`src/rtl/jt1942_snd_pkg.sv`:
```
// Shared constants and helpers for the 1942 sound output filter.
// Latency: n/a (declarations only).
// Backpressure: n/a.
package jt1942_snd_pkg;

  localparam int SND_W          = 9;   // width of the mixed AY sum from the sound board
  localparam int DEF_DECIM_LOG2 = 5;   // 1.5 MHz / 32 = 46.875 kHz output rate
  localparam int DEF_DC_SHIFT   = 10;  // DC tracker time constant, in output samples (log2)
  localparam int DEF_OUT_W      = 16;
  localparam int DEF_BW         = SND_W + DEF_DECIM_LOG2;

  // Unsigned accumulator plus signed step, clamped to [0, 2^w - 1].
  // Operands are carried at 64 bits so one helper serves every width up to 63.
  function automatic logic [63:0] sat_add_u(input logic [63:0]        a,
                                            input logic signed [63:0] b,
                                            input int unsigned        w);
    logic signed [65:0] sum;
    logic signed [65:0] lim;
    sum = $signed({2'b00, a}) + 66'(b);
    lim = (66'sd1 <<< w) - 66'sd1;
    if (sum[65])
      return '0;
    else if (sum > lim)
      return lim[63:0];
    else
      return sum[63:0];
  endfunction

endpackage

```
`src/rtl/jt1942_snd_filter_if.sv`:
```
// Sound filter stream bundle: raw AY sum in, DC-free PCM sample out.
// Latency: n/a (wiring only).
// Backpressure: none; the consumer must take every sample_stb.
interface jt1942_snd_filter_if
  import jt1942_snd_pkg::*;
#(
  parameter int OUT_W = DEF_OUT_W
);
  logic                    cen1p5;
  logic [SND_W-1:0]        snd_in;
  logic                    mute;
  logic signed [OUT_W-1:0] sample;
  logic                    sample_stb;

  // Sound board side drives the raw samples; the filter drives the PCM result.
  modport master (output cen1p5, snd_in, mute, input sample, sample_stb);
  modport slave  (input cen1p5, snd_in, mute, output sample, sample_stb);

endinterface

```
`src/rtl/jt1942_dcblock.sv`:
```
// Leaky-integrator DC remover on decimated boxcar sums, with output register and mute.
// Latency: sample/sample_stb register one clk after box_vld.
// Backpressure: none; every box_vld yields one sample_stb.
module jt1942_dcblock
  import jt1942_snd_pkg::*;
#(
  parameter int BW       = DEF_BW,
  parameter int DC_SHIFT = DEF_DC_SHIFT,
  parameter int OUT_W    = DEF_OUT_W
) (
  input  logic                    clk,
  input  logic                    rst,
  input  logic [BW-1:0]           box,
  input  logic                    box_vld,
  input  logic                    mute,
  output logic signed [OUT_W-1:0] sample,
  output logic                    sample_stb
);

  localparam int DW = BW + DC_SHIFT;     // tracker keeps DC_SHIFT fraction bits
  localparam int SH = OUT_W - BW - 1;    // left-justify hp into the output word

  logic [DW-1:0]           dc;
  logic                    primed;
  logic [BW-1:0]           dc_int;
  logic signed [BW:0]      hp;
  logic signed [BW:0]      hp_eff;
  logic signed [OUT_W-1:0] hp_ext;
  logic [DW-1:0]           dc_nxt;

  assign dc_int = dc[DW-1 -: BW];
  assign hp     = $signed({1'b0, box}) - $signed({1'b0, dc_int});
  // Until the tracker has seen one box it holds no estimate, so emit silence
  // rather than the full box value (avoids a power-on click).
  assign hp_eff = primed ? hp : '0;
  assign hp_ext = OUT_W'(hp_eff);
  // dc moves by hp per sample, i.e. dc_int moves by hp / 2^DC_SHIFT.
  // hp is bounded by the distance to the box, so the clamp never engages
  // in normal operation; it only guards against corrupted state.
  assign dc_nxt = DW'(sat_add_u(64'(dc), 64'(hp), DW));

  // Track DC, register the high-passed sample and its strobe.
  always_ff @(posedge clk or posedge rst) begin
    if (rst) begin
      dc         <= '0;
      primed     <= 1'b0;
      sample     <= '0;
      sample_stb <= 1'b0;
    end else begin
      sample_stb <= box_vld;
      if (box_vld) begin
        if (!primed) begin
          dc     <= DW'(box) << DC_SHIFT;
          primed <= 1'b1;
        end else begin
          dc <= dc_nxt;
        end
        sample <= mute ? '0 : (hp_ext <<< SH);
      end
    end
  end

endmodule

```
`src/rtl/jt1942_snd_filter.sv`:
```
// 1942 sound output stage: boxcar-decimate the AY sum, strip DC, emit signed PCM.
// Latency: sample_stb one clk after the clk carrying the frame-closing cen1p5.
// Backpressure: none; runs off cen1p5, one strobe per 2^DECIM_LOG2 enables.
module jt1942_snd_filter
  import jt1942_snd_pkg::*;
#(
  parameter int DECIM_LOG2 = DEF_DECIM_LOG2,
  parameter int DC_SHIFT   = DEF_DC_SHIFT,
  parameter int OUT_W      = DEF_OUT_W      // must be at least 9 + DECIM_LOG2 + 1
) (
  input  logic               clk,
  input  logic               rst,
  jt1942_snd_filter_if.slave snd
);

  localparam int BW = SND_W + DECIM_LOG2;  // 2^DECIM_LOG2 * 511 always fits

  logic [DECIM_LOG2-1:0]   cnt;
  logic [BW-1:0]           acc;
  logic [BW-1:0]           acc_sum;
  logic [BW-1:0]           box;
  logic                    box_vld;
  logic signed [OUT_W-1:0] sample_q;
  logic                    stb_q;

  assign acc_sum = acc + BW'(snd.snd_in);

  // Boxcar accumulate on each enable; the last enable of a frame hands the sum
  // to the DC stage and restarts the accumulator from zero.
  always_ff @(posedge clk or posedge rst) begin
    if (rst) begin
      cnt     <= '0;
      acc     <= '0;
      box     <= '0;
      box_vld <= 1'b0;
    end else begin
      box_vld <= 1'b0;
      if (snd.cen1p5) begin
        cnt <= cnt + DECIM_LOG2'(1);
        if (&cnt) begin
          box     <= acc_sum;
          acc     <= '0;
          box_vld <= 1'b1;
        end else begin
          acc <= acc_sum;
        end
      end
    end
  end

  jt1942_dcblock #(
    .BW       (BW),
    .DC_SHIFT (DC_SHIFT),
    .OUT_W    (OUT_W)
  ) u_dcblock (
    .clk        (clk),
    .rst        (rst),
    .box        (box),
    .box_vld    (box_vld),
    .mute       (snd.mute),
    .sample     (sample_q),
    .sample_stb (stb_q)
  );

  assign snd.sample     = sample_q;
  assign snd.sample_stb = stb_q;

endmodule

```
`src/flat_wrapper.sv`:
```
// flat-port wrapper written by rule: the top's interface ports become plain ports
module jt1942_snd_filter_flat import jt1942_snd_pkg::*;
#(
  parameter int DECIM_LOG2 = DEF_DECIM_LOG2,
  parameter int DC_SHIFT   = DEF_DC_SHIFT,
  parameter int OUT_W      = DEF_OUT_W                                            
)
  (clk, rst, snd_cen1p5, snd_snd_in, snd_mute, snd_sample, snd_sample_stb);
  jt1942_snd_filter_if #(.OUT_W(OUT_W)) snd_i ();
  input  logic clk;
  input  logic rst;
  input wire logic [$bits(snd_i.cen1p5)-1:0] snd_cen1p5;
  input wire logic [$bits(snd_i.snd_in)-1:0] snd_snd_in;
  input wire logic [$bits(snd_i.mute)-1:0] snd_mute;
  output wire logic [$bits(snd_i.sample)-1:0] snd_sample;
  output wire logic [$bits(snd_i.sample_stb)-1:0] snd_sample_stb;
  assign snd_i.cen1p5 = snd_cen1p5;
  assign snd_i.snd_in = snd_snd_in;
  assign snd_i.mute = snd_mute;
  assign snd_sample = snd_i.sample;
  assign snd_sample_stb = snd_i.sample_stb;
  jt1942_snd_filter #(.DECIM_LOG2(DECIM_LOG2), .DC_SHIFT(DC_SHIFT), .OUT_W(OUT_W)) u_core (.clk(clk), .rst(rst), .snd(snd_i));
endmodule
```
`config.mk`:
```
export PLATFORM = sky130hd
export DESIGN_NAME = jt1942_snd_filter_flat
export DESIGN_NICKNAME = d
export VERILOG_FILES = /design/src/rtl/jt1942_snd_pkg.sv /design/src/rtl/jt1942_snd_filter_if.sv /design/src/rtl/jt1942_dcblock.sv /design/src/rtl/jt1942_snd_filter.sv /design/src/flat_wrapper.sv
export SDC_FILE = /design/constraint.sdc
export NUM_CORES = 1
export LEC_CHECK = 0
export ABC_AREA = 0
export CORE_ASPECT_RATIO = 0.6
export CORE_MARGIN = 3
export CORE_UTILIZATION = 57
export DETAILED_ROUTE_END_ITERATION = 6
export GPL_TIMING_DRIVEN = 1
export PLACE_DENSITY = 0.76
export SLEW_MARGIN = 30
export SYNTH_ARGS = -nofsm -noshare
export SYNTH_HDL_FRONTEND = slang
export SYNTH_SLANG_ARGS = --single-unit
```
`constraint.sdc`:
```
create_clock -name clk -period 5.51 [get_ports clk]
set_input_delay 0.551 -clock clk [delete_from_list [all_inputs] [get_ports clk]]
set_output_delay 0.551 -clock clk [all_outputs]
set_load 0.03 [all_outputs]
```
## Word level (Yosys, flattened, before mapping)

Index checks and enable logic that the tools add are counted.
W data, S select, Z words.

| storage, ports and cells | value |
|---|---|
| register bits | 76 |
| output and inout bits | 17 |
| word-level logic and storage cells | 23 |

| operators by class | value |
|---|---|
| add/sub/neg operators | 4 |
| magnitude comparators | 1 |
| mux-type cells | 8 |
| reduce and logical (&&, ||, !) cells | 2 |

Operators with widths:

| cell | number |
|---|---|
| $mux W24 | 3 |
| $add A25 B15 Y26 | 1 |
| $gt A26 B25 Y1 const B | 1 |
| $mux W16 | 1 |
| $mux W15 | 1 |
| $sub A14 B14 Y15 | 1 |
| $add A14 B9 Y14 | 1 |
| $mux W14 | 1 |
| $reduce_and A6 Y1 | 1 |
| $add A5 B1 Y5 const B | 1 |
| $reduce_and A5 Y1 | 1 |
| $mux W1 | 2 |

## Depth between registers and ports, before layout

Gate-level depths: netlist of the first run.

| depth | value |
|---|---|
| depth after elaboration | 6 |
| gate-level depth with buffers | 19 |
| mapped depth without buffers | 19 |

## Modules after synthesis

Synthesis of the first run repeated with hierarchy kept, for this count alone.

| unflattened totals | value |
|---|---|
| cells, all modules | 636 |
| area, all modules | 5,789.3 µm² |

By module, submodules not included:

| module | times used | cells each | area an instance (µm²) | sequential area each (µm²) |
|---|---|---|---|---|
| jt1942_dcblock | 1 | 450 | 3,931.3 | 1,026.0 |
| jt1942_snd_filter | 1 | 186 | 1,858.0 | 850.8 |

## Worst setup path before layout of the first run

OpenSTA, ideal clock, no wires.

| timing path | value |
|---|---|
| kind | register to register |
| from | reg u_core.u_dcblock.dc[12] |
| to | reg u_core.u_dcblock.dc[10] |
| arrival | 4,261 ps |
| data required time | 5,378 ps |
| slack | 1,117 ps |
| stages on the path, launching flop included | 18 |
| buffers on the path | 1 |
| period minus slack after synthesis | 4,393 ps |
| cells stage by stage | dfrtp_1 > inv_1 > ha_1 > nor2b_1 > o2111ai_1 > nand3b_1 > o311a_1 > o2111ai_4 > and2_1 > ha_1 > a21oi_1 > o211ai_1 > a221o_1 > o32a_4 > and3_4 > o21ai_4 > buf_6 > a22oi_1 |

| between the ends | value |
|---|---|
| word-level cells in the longest chain between the ends | 6 |

RTL lines:

| element | RTL line | text |
|---|---|---|
| start: declaration | jt1942_dcblock.sv:23 | `logic [DW-1:0] dc;` |
| start signal: assignment | jt1942_dcblock.sv:53 | `dc <= DW'(box) << DC_SHIFT;` |
| start signal: assignment | jt1942_dcblock.sv:56 | `dc <= dc_nxt;` |
| $sub A14 B14 Y15 | jt1942_dcblock.sv:32 | `assign hp = $signed({1'b0, box}) - $signed({1'b0, dc_int});` |
| $add A25 B15 Y26 (*) | jt1942_snd_pkg.sv:19 | `sum = $signed({2'b00, a}) + 66'(b);` |
| $gt A26 B25 Y1 | jt1942_snd_pkg.sv:23 | `else if (sum > lim)` |
| $mux W24 | jt1942_snd_pkg.sv:23 |  |
| $mux W24 (*) | jt1942_snd_pkg.sv:21 | `if (sum[65])` |
| $mux W24 (*) | jt1942_dcblock.sv:52 | `if (!primed) begin` |

Every way passes the cells marked *; elsewhere a longest branch is shown, timed or not.
A chain may end at the register's enable or synchronous reset.

## Final worst setup path of the first run

| timing path | value |
|---|---|
| from | reg u_core.u_dcblock.dc[12] |
| to | reg u_core.u_dcblock.dc[9] |

Same word-level chain as after synthesis.

==> flow_metrics.env, run 1 <==
export IMPL_synthTopCellsByArea="dfrtp_1 (34%), ha_1 (11%), xnor2_1 (4.1%)"
export IMPL_number_of_global_route_vias_before_repair=4374
export IMPL_detailedRoute_firstIterationViolations=396
export IMPL_critical_path_required_ps=5690
export IMPL_pwr_share_comb_pct=65.9
export IMPL_num_antenna_cells=0
export IMPL_maxSlewHeadroom_pct=36.1
export IMPL_fmax_mhz=193
export IMPL_fin_area_um2=6290
export IMPL_synth_area_per_cell_um2=9.21
export IMPL_final_setup_skew_ps=8.86
export IMPL_cp_data_arrival_time_ps=5350
export IMPL_minimum_clock_period_after_layout_ps=5180
export IMPL_routabilityCongestion=0.941
export IMPL_setup_violations=0
export IMPL_design_die_area_um2=11000
export IMPL_floorplan_die_width_um=134
export IMPL_areaGrowthSynthToFinish_pct=13.2
export IMPL_ffs_latches_synth=75
export IMPL_finalNetCount=695
export IMPL_synth_edff_count=0
export IMPL_post_cts_buffers=0
export IMPL_clkSinkCount=75
export IMPL_crit_path_end_kind="flop"
export IMPL_detailroute_via_count=4765
export IMPL_worst_setup_path_type="flop to flop"
export IMPL_grt_max_degree=47
export IMPL_internal_power_mw=2.23
export IMPL_placed_cell_area_um2=5950
export IMPL_postSynth_topFlopCell="dfrtp_1"
export IMPL_timing_critical_path_from_type="flop"
export IMPL_timing_final_crit_share_pct=94.0
export IMPL_wire_per_inst_um=18.8
export IMPL_total_switching_power_mw=2.08
export IMPL_global_route_usage_over_all_layers_pct=27.0
export IMPL_multi_input_comb_area_um2=3430
export IMPL_vias_per_cell=6.25
export IMPL_p_sw_share_pct=48.2
export IMPL_async_reset_ff_share_pct=100
export IMPL_final_core_util_pct=67.5
export IMPL_cts_hold_fix_buffers=0
export IMPL_placeableCoreArea_um2=9320
export IMPL_cts_repair_resize_count=0
export IMPL_timing_worst_slew_pin_value_ps=958
export IMPL_antenna_violations_before_repair=0
export IMPL_timing_max_transition_violations_final=0
export IMPL_hold_path_class="flop to flop"
export IMPL_mappedNetlistArea_um2=5560
export IMPL_fillerInstances=747
export IMPL_htreeDepth=3
export IMPL_worst_r2r_cell_count=16
export IMPL_yosysTopAreaCellShare_pct=33.8
export IMPL_synthesized_instance_count=604
export IMPL_static_leakage_power_nw=2.71
export IMPL_power_share_clock_pct=15.1
export IMPL_cp_slowest_cell="o21ai_4"
export IMPL_seq_power_share_pct=19.0
export IMPL_design_portCount=30
export IMPL_fin_ws_ps=332
export IMPL_tritoncts="built"
export IMPL_globalRouteOverflowTotal=0
export IMPL_power_ir_vdd_worst_mv=0.302
export IMPL_worstPathCellList="inv_1 -> ha_1 -> nor2b_1 -> o2111ai_1 -> nand3b_1 -> o311a_1 -> o2111ai_4 -> and2_2 -> ha_1 -> a21oi_1 -> o211ai_1 -> a221o_1 -> o32a_4 -> and3_4 -> o21ai_4 -> a22oi_1"
export IMPL_clkSlewWorstSetupHoldPaths_ps=60
export IMPL_rows=27
export IMPL_hold_depth=1
export IMPL_detailedPlacementHpwl_um=10800
export IMPL_worst_path_largest_cell_delay_ps=490
export IMPL_ant_nets=0
export IMPL_drive_gt1_share_pct=7.27
export IMPL_post_synth_num_cell_types=72
export IMPL_cts_buffers_inserted=9
export IMPL_crit_reg2reg_launch="u_core.u_dcblock.dc[12]$_DFFE_PP0P_"
export IMPL_hold_violations=0
export IMPL_holdCritStartpoint="u_core.u_dcblock.sample[12]$_DFFE_PP0P_"
export IMPL_floorplan_die_height_um=82.5
export IMPL_run_status="complete, no violations"
export IMPL_clock_root_buffer="clkbuf_16"
export IMPL_yosysTopAreaCell="dfrtp_1"
export IMPL_first_pass_iters=5
export IMPL_cp_max_fo=17
export IMPL_setup_slack_of_the_most_critical_reg_to_reg_path_ps=330
export IMPL_r2r_end="u_core.u_dcblock.dc[9]$_DFFE_PP0P_"
export IMPL_cap_viol_max_count=0
export IMPL_synth_nets=671
export IMPL_ff_latch_area_um2=1880
export IMPL_total_power_density_per_cell_area_nw_per_um2=686
export IMPL_path_common_cell="ha_1"
export IMPL_io_buffers=28
export IMPL_totalWireLength_um=14300
export IMPL_cts_root_to_sink_buffers=2
export IMPL_finalSetupTns_ps=0
export IMPL_placement_setup_worst_slack_ps=300
export IMPL_drc_markers=0
export IMPL_worst_hold_path_endpoint="u_core.u_dcblock.sample[12]$_DFFE_PP0P_"
export IMPL_yosysWarningCount=0
export IMPL_rsz0062_at_grt="false"
export IMPL_starting_density_pct=59.6
export IMPL_grt_first_pass_wirelength_um=23200
export IMPL_clkLatencyLatePin_ps=330
export IMPL_synth_sequential_area_ratio_pct=33.8
[cell usage after synthesis (12+ instances only)]
cell	count
nand2_1	49
a22oi_1	24
nor2_1	25
o21ai_0	43
ha_1	51
dfrtp_1	75
inv_1	43
nand3_1	18
a21oi_1	39
xnor2_1	26
a32o_1	12
clkbuf_1	14
[worst max path at each step]
stage | start | to
5_1_grt | u_core.u_dcblock.dc[12]$_DFFE_PP0P_ | u_core.u_dcblock.dc[16]$_DFFE_PP0P_
3_5_place_dp | u_core.u_dcblock.dc[12]$_DFFE_PP0P_ | u_core.u_dcblock.dc[15]$_DFFE_PP0P_
3_3_place_gp | u_core.u_dcblock.dc[12]$_DFFE_PP0P_ | u_core.u_dcblock.dc[4]$_DFFE_PP0P_
4_1_cts | u_core.u_dcblock.dc[12]$_DFFE_PP0P_ | u_core.u_dcblock.dc[15]$_DFFE_PP0P_
6_report | u_core.u_dcblock.dc[12]$_DFFE_PP0P_ | u_core.u_dcblock.dc[9]$_DFFE_PP0P_
2_1_floorplan | u_core.u_dcblock.dc[12]$_DFFE_PP0P_ | u_core.u_dcblock.dc[10]$_DFFE_PP0P_
[cell families (layout without fill, tap and decap cells)]
logic type | after synthesis | in the layout | synth area share (%)
mux | 5 | 5 | 1.17
fa+ha+maj | 54 | 54 | 12.6
buf+inv | 63 | 92 | 4.75
flops | 75 | 75 | 33.8
other cells | 1 | 1 | 0.0674
xor+xnor | 37 | 37 | 5.83
compound gates | 218 | 218 | 28.4
simple gates | 151 | 151 | 13.5
[layout make-up]
| cell class | count | share of cell area [%] |
|---|---|---|
| sequential | 75 | 29.8 |
| multi-input combinational | 466 | 54.4 |
| clock inverter | 6 | 1.49 |
| inverter | 43 | 2.60 |
| clock buffer | 10 | 3.80 |
| timing repair buffer | 33 | 5.25 |
| tap | 130 | 2.59 |
[stage by stage]
step	hold WS, ps	instances	power, mW
after floorplan	385	604	2.93
after global placement	471	747	3.52
after detailed placement	479	747	3.58
after CTS	493	763	4.26
after global routing	516	763	4.63
final	490	763	4.31
[registers in the layout, indices dropped and copies added (netlist names)]
name,count
u_core.acc,14
u_core.box,14
u_core.box_vld,1
u_core.cnt,5
u_core.u_dcblock.dc,24
u_core.u_dcblock.primed,1
u_core.u_dcblock.sample,15
u_core.u_dcblock.sample_stb,1
[cell usage in the layout (no fill, tap or decap), drive strengths merged, types with 6 or more instances in the layout]
cell type / count
nor2b: 6
o21ai: 47
clkdlybuf4s50: 28
dfrtp: 75
a22oi: 25
nand2: 49
nor2: 25
inv: 45
xor2: 11
a32o: 12
o21a: 11
nor3: 8
nand2b: 7
a21o: 9
nand3: 18
clkbuf: 10
ha: 51
xnor2: 26
o2bb2ai: 9
a31oi: 11
a21oi: 40
and2: 10
or3: 7
[power groups by stage]
stage / Combinational (mW) / Sequential [mW] / Clock (mW)
floorplan: 2.11 / 0.826 / 0
CTS: 2.79 / 0.813 / 0.661
global route: 3.11 / 0.836 / 0.686
detailed placement: 2.75 / 0.821 / 0
global placement: 2.70 / 0.816 / 0
finish: 2.85 / 0.819 / 0.651
[layer usage]
metal  up-vias  track usage (%)  share of wire [%]
met5         -                0                  0
met4         0             4.72               0.59
met3        10             5.51                7.0
met2       149             38.3                 40
met1      2313             42.5                 53
li1       2293                -                  -
[critical path, delay by kind of cell (launching register included)]
family | cells | cell delay (ps)
compound gates | 9 | 2890
fa+ha+maj | 2 | 690
buf+inv | 1 | 90
flops | 1 | 420
simple gates | 4 | 930
(Power assumes the default switching activity.)
==> inputs of run 2 (changes only) <==
Settings changed: SKIP_LAST_GASP from default to 1.
==> results of run 2 <==
Final layout, timing and power as in run 1 (identical DEF).
==> RTL edit 1 (config.mk and constraints of run 1) <==
Set the package constant `DEF_DECIM_LOG2` to 6 (it was 5).
--- a/src/rtl/jt1942_snd_pkg.sv
+++ b/src/rtl/jt1942_snd_pkg.sv
@@ -4,7 +4,7 @@
 package jt1942_snd_pkg;
 
   localparam int SND_W          = 9;   // width of the mixed AY sum from the sound board
-  localparam int DEF_DECIM_LOG2 = 5;   // 1.5 MHz / 32 = 46.875 kHz output rate
+  localparam int DEF_DECIM_LOG2 = 6;   // 1.5 MHz / 32 = 46.875 kHz output rate
   localparam int DEF_DC_SHIFT   = 10;  // DC tracker time constant, in output samples (log2)
   localparam int DEF_OUT_W      = 16;
   localparam int DEF_BW         = SND_W + DEF_DECIM_LOG2;
Formal check against the unedited RTL: same outputs for any inputs over 10 cycles, from zero or initial values and one cycle with rst high; that may be too few to reach the edited logic, so the function may still have changed.
==> RTL edit 1 against run 1 <==
Synthesized area grew 2.6%; setup slack lost 0.064 ns; routed wire length fell by 1.6%; die area up 2.4%; maximum frequency down 1.2%; sequential cell count grew 5; final cell count grew 3.3%; design area increased by 2.9%; largest cell class unchanged.
Power is left out: the tool's default activity adds up to more than one toggle a clock period on the data nets, which glitch-free logic cannot reach.
==> RTL edit 1: results (changes against run 1) <==
HOLD_PATH_STARTPOINT='u_core.box[0]'
YS_TYPES=63  # -13%
FINAL_CELLS=788  # +3.3%
PLACE_CONGESTION=0.938  # -0.23%
WORST-SLEW-PIN-TRANSITION_NS=0.920  # -0.0382 ns
DP_WORST_SLACK_NS=0.130  # -0.171 ns
PLACE.PORT_BUFFERS=29  # +3.6%
WORSTREG2REGEND='u_core.u_dcblock.dc[6]'
WL_MM=14.1  # -1.6%
FIN_SKEW_NS=0.00527  # -0.00358 ns
POST_SYNTH_MUX_AREA_SHARE=0.00834  # -0.00336
FINAL_MIN_PERIOD_OVER_CLOCK_PERIOD=0.951  # +0.0116
HPWLAFTERDP_MM=10.3  # -4.7%
REG_TO_REG_SETUP_TIMING_SLACK_NS=0.27  # -0.06 ns
SYNTH_XOR_AREA_FRAC=0.0722  # +0.0139
FINISH.NET_COUNT=722  # +3.9%
LARGEST_REGS='u_core.u_dcblock.dc x25, u_core.u_dcblock.sample x16'
LAYOUT-DRIVE-GT1-SHARE=0.0897  # +0.0170
SYNTHESIS.AREA_PER_INSTANCE_UM2=9.05  # -1.7%
DRT_ITER0_DRC=582  # +47%
GRT_START_MAX_NET_PINS=81  # +72%
VIAS=4773  # +0.17%
SYNTH_FA_HA_AREA_FRAC=0.127  # +0.00125
SYNTH_COMPOUND_GATE_AREA_SHARE=0.250  # -0.0343
SYNTH_NETS=699  # +4.2%
DP_CELLS=772  # +3.3%
STARTPOINT_OF_THE_LOWEST_SLACK_REGISTER_TO_REGISTER_PATH='u_core.u_dcblock.dc[11]'
YS_TOP_CELLS_BY_COUNT='dfrtp_1 (80), inv_1 (64), nand2_1 (57), ha_1 (53)'
SYNTH_TOP_CELLS_BY_AREA='dfrtp_1 (35%), ha_1 (12%), xnor2_1 (4.5%)'
GRT_FIRST_PASS_WIRELENGTH_MM=23.2  # about the same
SLOWEST_STAGE='dfrtp_1'
CRIT_PATH_DAT_NS=5.49  # +0.14 ns
RUN_STATUS='complete, no violations'
-- RTL edit 1: cell count changes after synthesis, moves of 7 or more --
cell	change
a22o_1	+10
a22oi_1	-23
a31oi_1	-7
a32o_1	-12
inv_1	+21
nand2_1	+8
nor2_1	+15
o221ai_1	+13
o22ai_1	+16
o2bb2ai_1	-9
xor2_1	+7
-- RTL edit 1: per-layer routing --
layer	track usage	wire, µm	vias to the layer above
met5	0	0	-
met4	0.0540	158	0
met3	0.0596	1130	18
met2	0.353	5740	172
met1	0.410	7080	2298
li1	-	-	2285
-- RTL edit 1: cells by family after synthesis --
logic type	after synthesis
xor+xnor	47
buf+inv	86
compound gates	196
mux	4
fa+ha+maj	56
flops	80
simple gates	161
-- RTL edit 1: cell type report --
cell class	instances	area, µm²
Inverter	64	241
Multi-Input combinational cell	464	3380
Tap cell	130	163
Sequential cell	80	2000
Clock inverter	6	115
Timing Repair Buffer	34	335
Fill cell	757	2990
Clock buffer	10	239
-- RTL edit 1: timing repair --
| item | 4_1_cts | 5_1_grt |
|---|---|---|
| gates resized for setup | 0 | 6 |
| endpoints found under the hold margin | 0 | 0 |
| hold buffers | 0 | 0 |
| endpoints found under the setup margin | 0 | 25 |
-- RTL edit 1: stage by stage --
step / hold WS (ns) / util / area, µm²
floorplan: 0.409 / - / 5700
finish: 0.482 / 0.684 / 6470
detailed placement: 0.475 / 0.645 / 6100
global route: 0.517 / 0.684 / 6470
CTS: 0.489 / 0.682 / 6450
global placement: 0.462 / 0.645 / 6100
-- RTL edit 1: how the worst min path moves through the flow --
stage,end,depth (start not counted)
finish,u_core.box[0],2
global route,u_core.u_dcblock.sample[4],1
CTS,u_core.box[0],2
floorplan,u_core.u_dcblock.sample_stb,0
detailed placement,u_core.box[0],2
global placement,u_core.u_dcblock.sample[13],1
==> RTL edit 2 (settings of run 1) <==
Without the edit above. Make the reset (`rst`) synchronous in 2 clocked blocks.
--- a/src/rtl/jt1942_dcblock.sv
+++ b/src/rtl/jt1942_dcblock.sv
@@ -40,7 +40,7 @@
   assign dc_nxt = DW'(sat_add_u(64'(dc), 64'(hp), DW));
 
   // Track DC, register the high-passed sample and its strobe.
-  always_ff @(posedge clk or posedge rst) begin
+  always_ff @(posedge clk) begin
     if (rst) begin
       dc         <= '0;
       primed     <= 1'b0;
--- a/src/rtl/jt1942_snd_filter.sv
+++ b/src/rtl/jt1942_snd_filter.sv
@@ -27,7 +27,7 @@
 
   // Boxcar accumulate on each enable; the last enable of a frame hands the sum
   // to the DC stage and restarts the accumulator from zero.
-  always_ff @(posedge clk or posedge rst) begin
+  always_ff @(posedge clk) begin
     if (rst) begin
       cnt     <= '0;
       acc     <= '0;
Formal check against the unedited RTL: no difference found for any inputs over 10 cycles, from zero or initial values and one cycle with rst high; that may be too few to reach the edited logic, so the function may still have changed.
==> RTL edit 2 against run 1 <==
Count of clock-buffer cells in the layout down 1; design area down 0.30%; routed wire length is 11% higher; setup slack got worse by 0.056 ns; die area up 0.80%; synthesized cell count grew 19%; first-iteration DRC count grew 55%; synthesized area increased by 0.86%; largest cell class unchanged; sequential cell count stayed put.
Power is left out: it rests on default switching activity, and per cell area and clock period it moved more than threefold.
==> RTL edit 2: results (changes against run 1) <==
RUN_STATUS='complete, no violations'
ROUTE.DETAILED.VIAS_PER_INST=6.32  # +1.2%
WL_MM=16.0  # +11%
PLACE_CONGESTION=0.958  # +1.9%
CRIT_PATH_DAT_NS=5.42  # +0.07 ns
YS_ASYNC_SR_FRACTION=0  # -1.00
GRT_ANTENNA_BEFORE_REPAIR=0  # unchanged
CLOCK_TREE.HTREE_LEVEL_COUNT=3  # unchanged
FINAL_CELLS=861  # +13%
HPWLAFTERDP_MM=11.9  # +9.5%
FIRST_GLOBAL_VIAS=5220  # +19%
WORST-SLEW-PIN-TRANSITION_NS=0.996  # +0.0382 ns
DIODES=0  # unchanged
DP_WORST_SLACK_NS=0.149  # -0.151 ns
LAYOUT-DRIVE-GT1-SHARE=0.0657  # -0.00701
CTS_BUFFERS=9  # unchanged
HOLD_PATH_STARTPOINT='u_core.u_dcblock.dc[5]'
YS_TYPES=73  # +1.4%
CRITICAL_PATH.MAX_STAGE_DELAY_NS=0.49  # about the same
FINISH.NET_COUNT=793  # +14%
GRT_FIRST_PASS_WIRELENGTH_MM=25.8  # +11%
WORST_SETUP_PATH_STARTPOINT='u_core.box[0]'
CRIT_FAMILY='compound AO/OA/AOI/OAI gates'
DRT_ITER0_DRC=614  # +55%
SLOWEST_STAGE='a2111oi_4'
CLOCK_TRANSITION_AT_THE_REGISTER_CLOCK_PINS_ON_THE_WORST_SETUP_AND_HOLD_PATHS_AFTER_CTS_NS=0.07
GRT_START_MAX_NET_PINS=43  # -8.5%
WORSTSKEWPAIRLATENCY_NS=0.35  # +0.02 ns
POST-CTS-SETUP-BUFFER-COUNT=0  # unchanged
SEQUENTIAL_ELEMENT_SHARE_OF_THE_SYNTHESIZED_AREA=0.268  # -0.0698
WORST_HOLD_PATH_TYPE='reg2reg'
DRT_PRE_ANTENNA_ITERS=5  # unchanged
TIMING.CRITICAL_PATH.FANOUT_MAX=16  # -1
GR-USAGE-ALL-LAYERS=0.285  # +0.0149
SYNTH_TOP_CELLS_BY_AREA='dfxtp_1 (27%), ha_1 (11%), a21oi_1 (5.8%)'
PLACE_AREA_UM2=5940  # -0.17%
DP_CELLS=845  # +13%
POST_SYNTH_INST_COUNT=717  # +19%
PLACE.PORT_BUFFERS=28  # unchanged
SYNTH_NETS=784  # +17%
FIN_SKEW_NS=0.0124  # +0.00357 ns
YS_TOP_CELLS_BY_COUNT='dfxtp_1 (75), nand2_1 (69), a21oi_1 (65), nor2_1 (63), ha_1 (51)'
[RTL edit 2: kinds of logic after synthesis]
logic type      Yosys count  synth area share
buf+inv                  81            0.0562
fa+ha+maj                54             0.124
other cells               1          0.000669
simple gates            237             0.206
compound gates          225             0.274
mux                       6            0.0109
xor+xnor                 38            0.0593
flops                    75             0.268
[RTL edit 2: final timing paths]
check / slack (ns) / to / depth (start not counted)
min reg2reg: 0.45 / u_core.u_dcblock.dc[5] / 2
max reg2reg: 0.28 / u_core.u_dcblock.dc[18] / 18
max: 0.28 / u_core.u_dcblock.dc[18] / 18
min: 0.45 / u_core.u_dcblock.dc[5] / 2
[RTL edit 2: layer usage]
layer / GRT usage / up-vias / part of all wire
met5: 0 / - / 0
met2: 0.410 / 251 / 0.42
met4: 0.0804 / 0 / 0.015
met1: 0.408 / 2549 / 0.46
met3: 0.0932 / 21 / 0.10
li1: - / 2618 / -
[RTL edit 2: layout make-up]
class / count / area, µm²
Multi-Input combinational cell: 561 / 3830
Fill cell: 805 / 3080
Sequential cell: 75 / 1500
Timing Repair Buffer: 33 / 313
Clock buffer: 9 / 225
Inverter: 46 / 173
Tap cell: 130 / 163
Clock inverter: 7 / 65.1
[RTL edit 2: worst reg2reg max path, stage by stage, from the launching register on]
cell	delay, ns
dfxtp_1	0.35
inv_1	0.05
ha_1	0.20
fa_1	0.40
nand2b_1	0.23
a2111oi_4	0.49
o31ai_1	0.16
nand2b_1	0.13
a31oi_1	0.13
xnor2_2	0.33
ha_1	0.39
a21oi_1	0.18
o21ai_0	0.10
a31oi_1	0.44
a211oi_2	0.18
o21a_2	0.32
and3_2	0.38
o21ai_4	0.41
a41oi_1	0.20
[RTL edit 2: timing repair]
action	CTS	global route
gates resized for setup	0	8
endpoints found under the hold margin	0	0
endpoints found under the setup margin	0	24
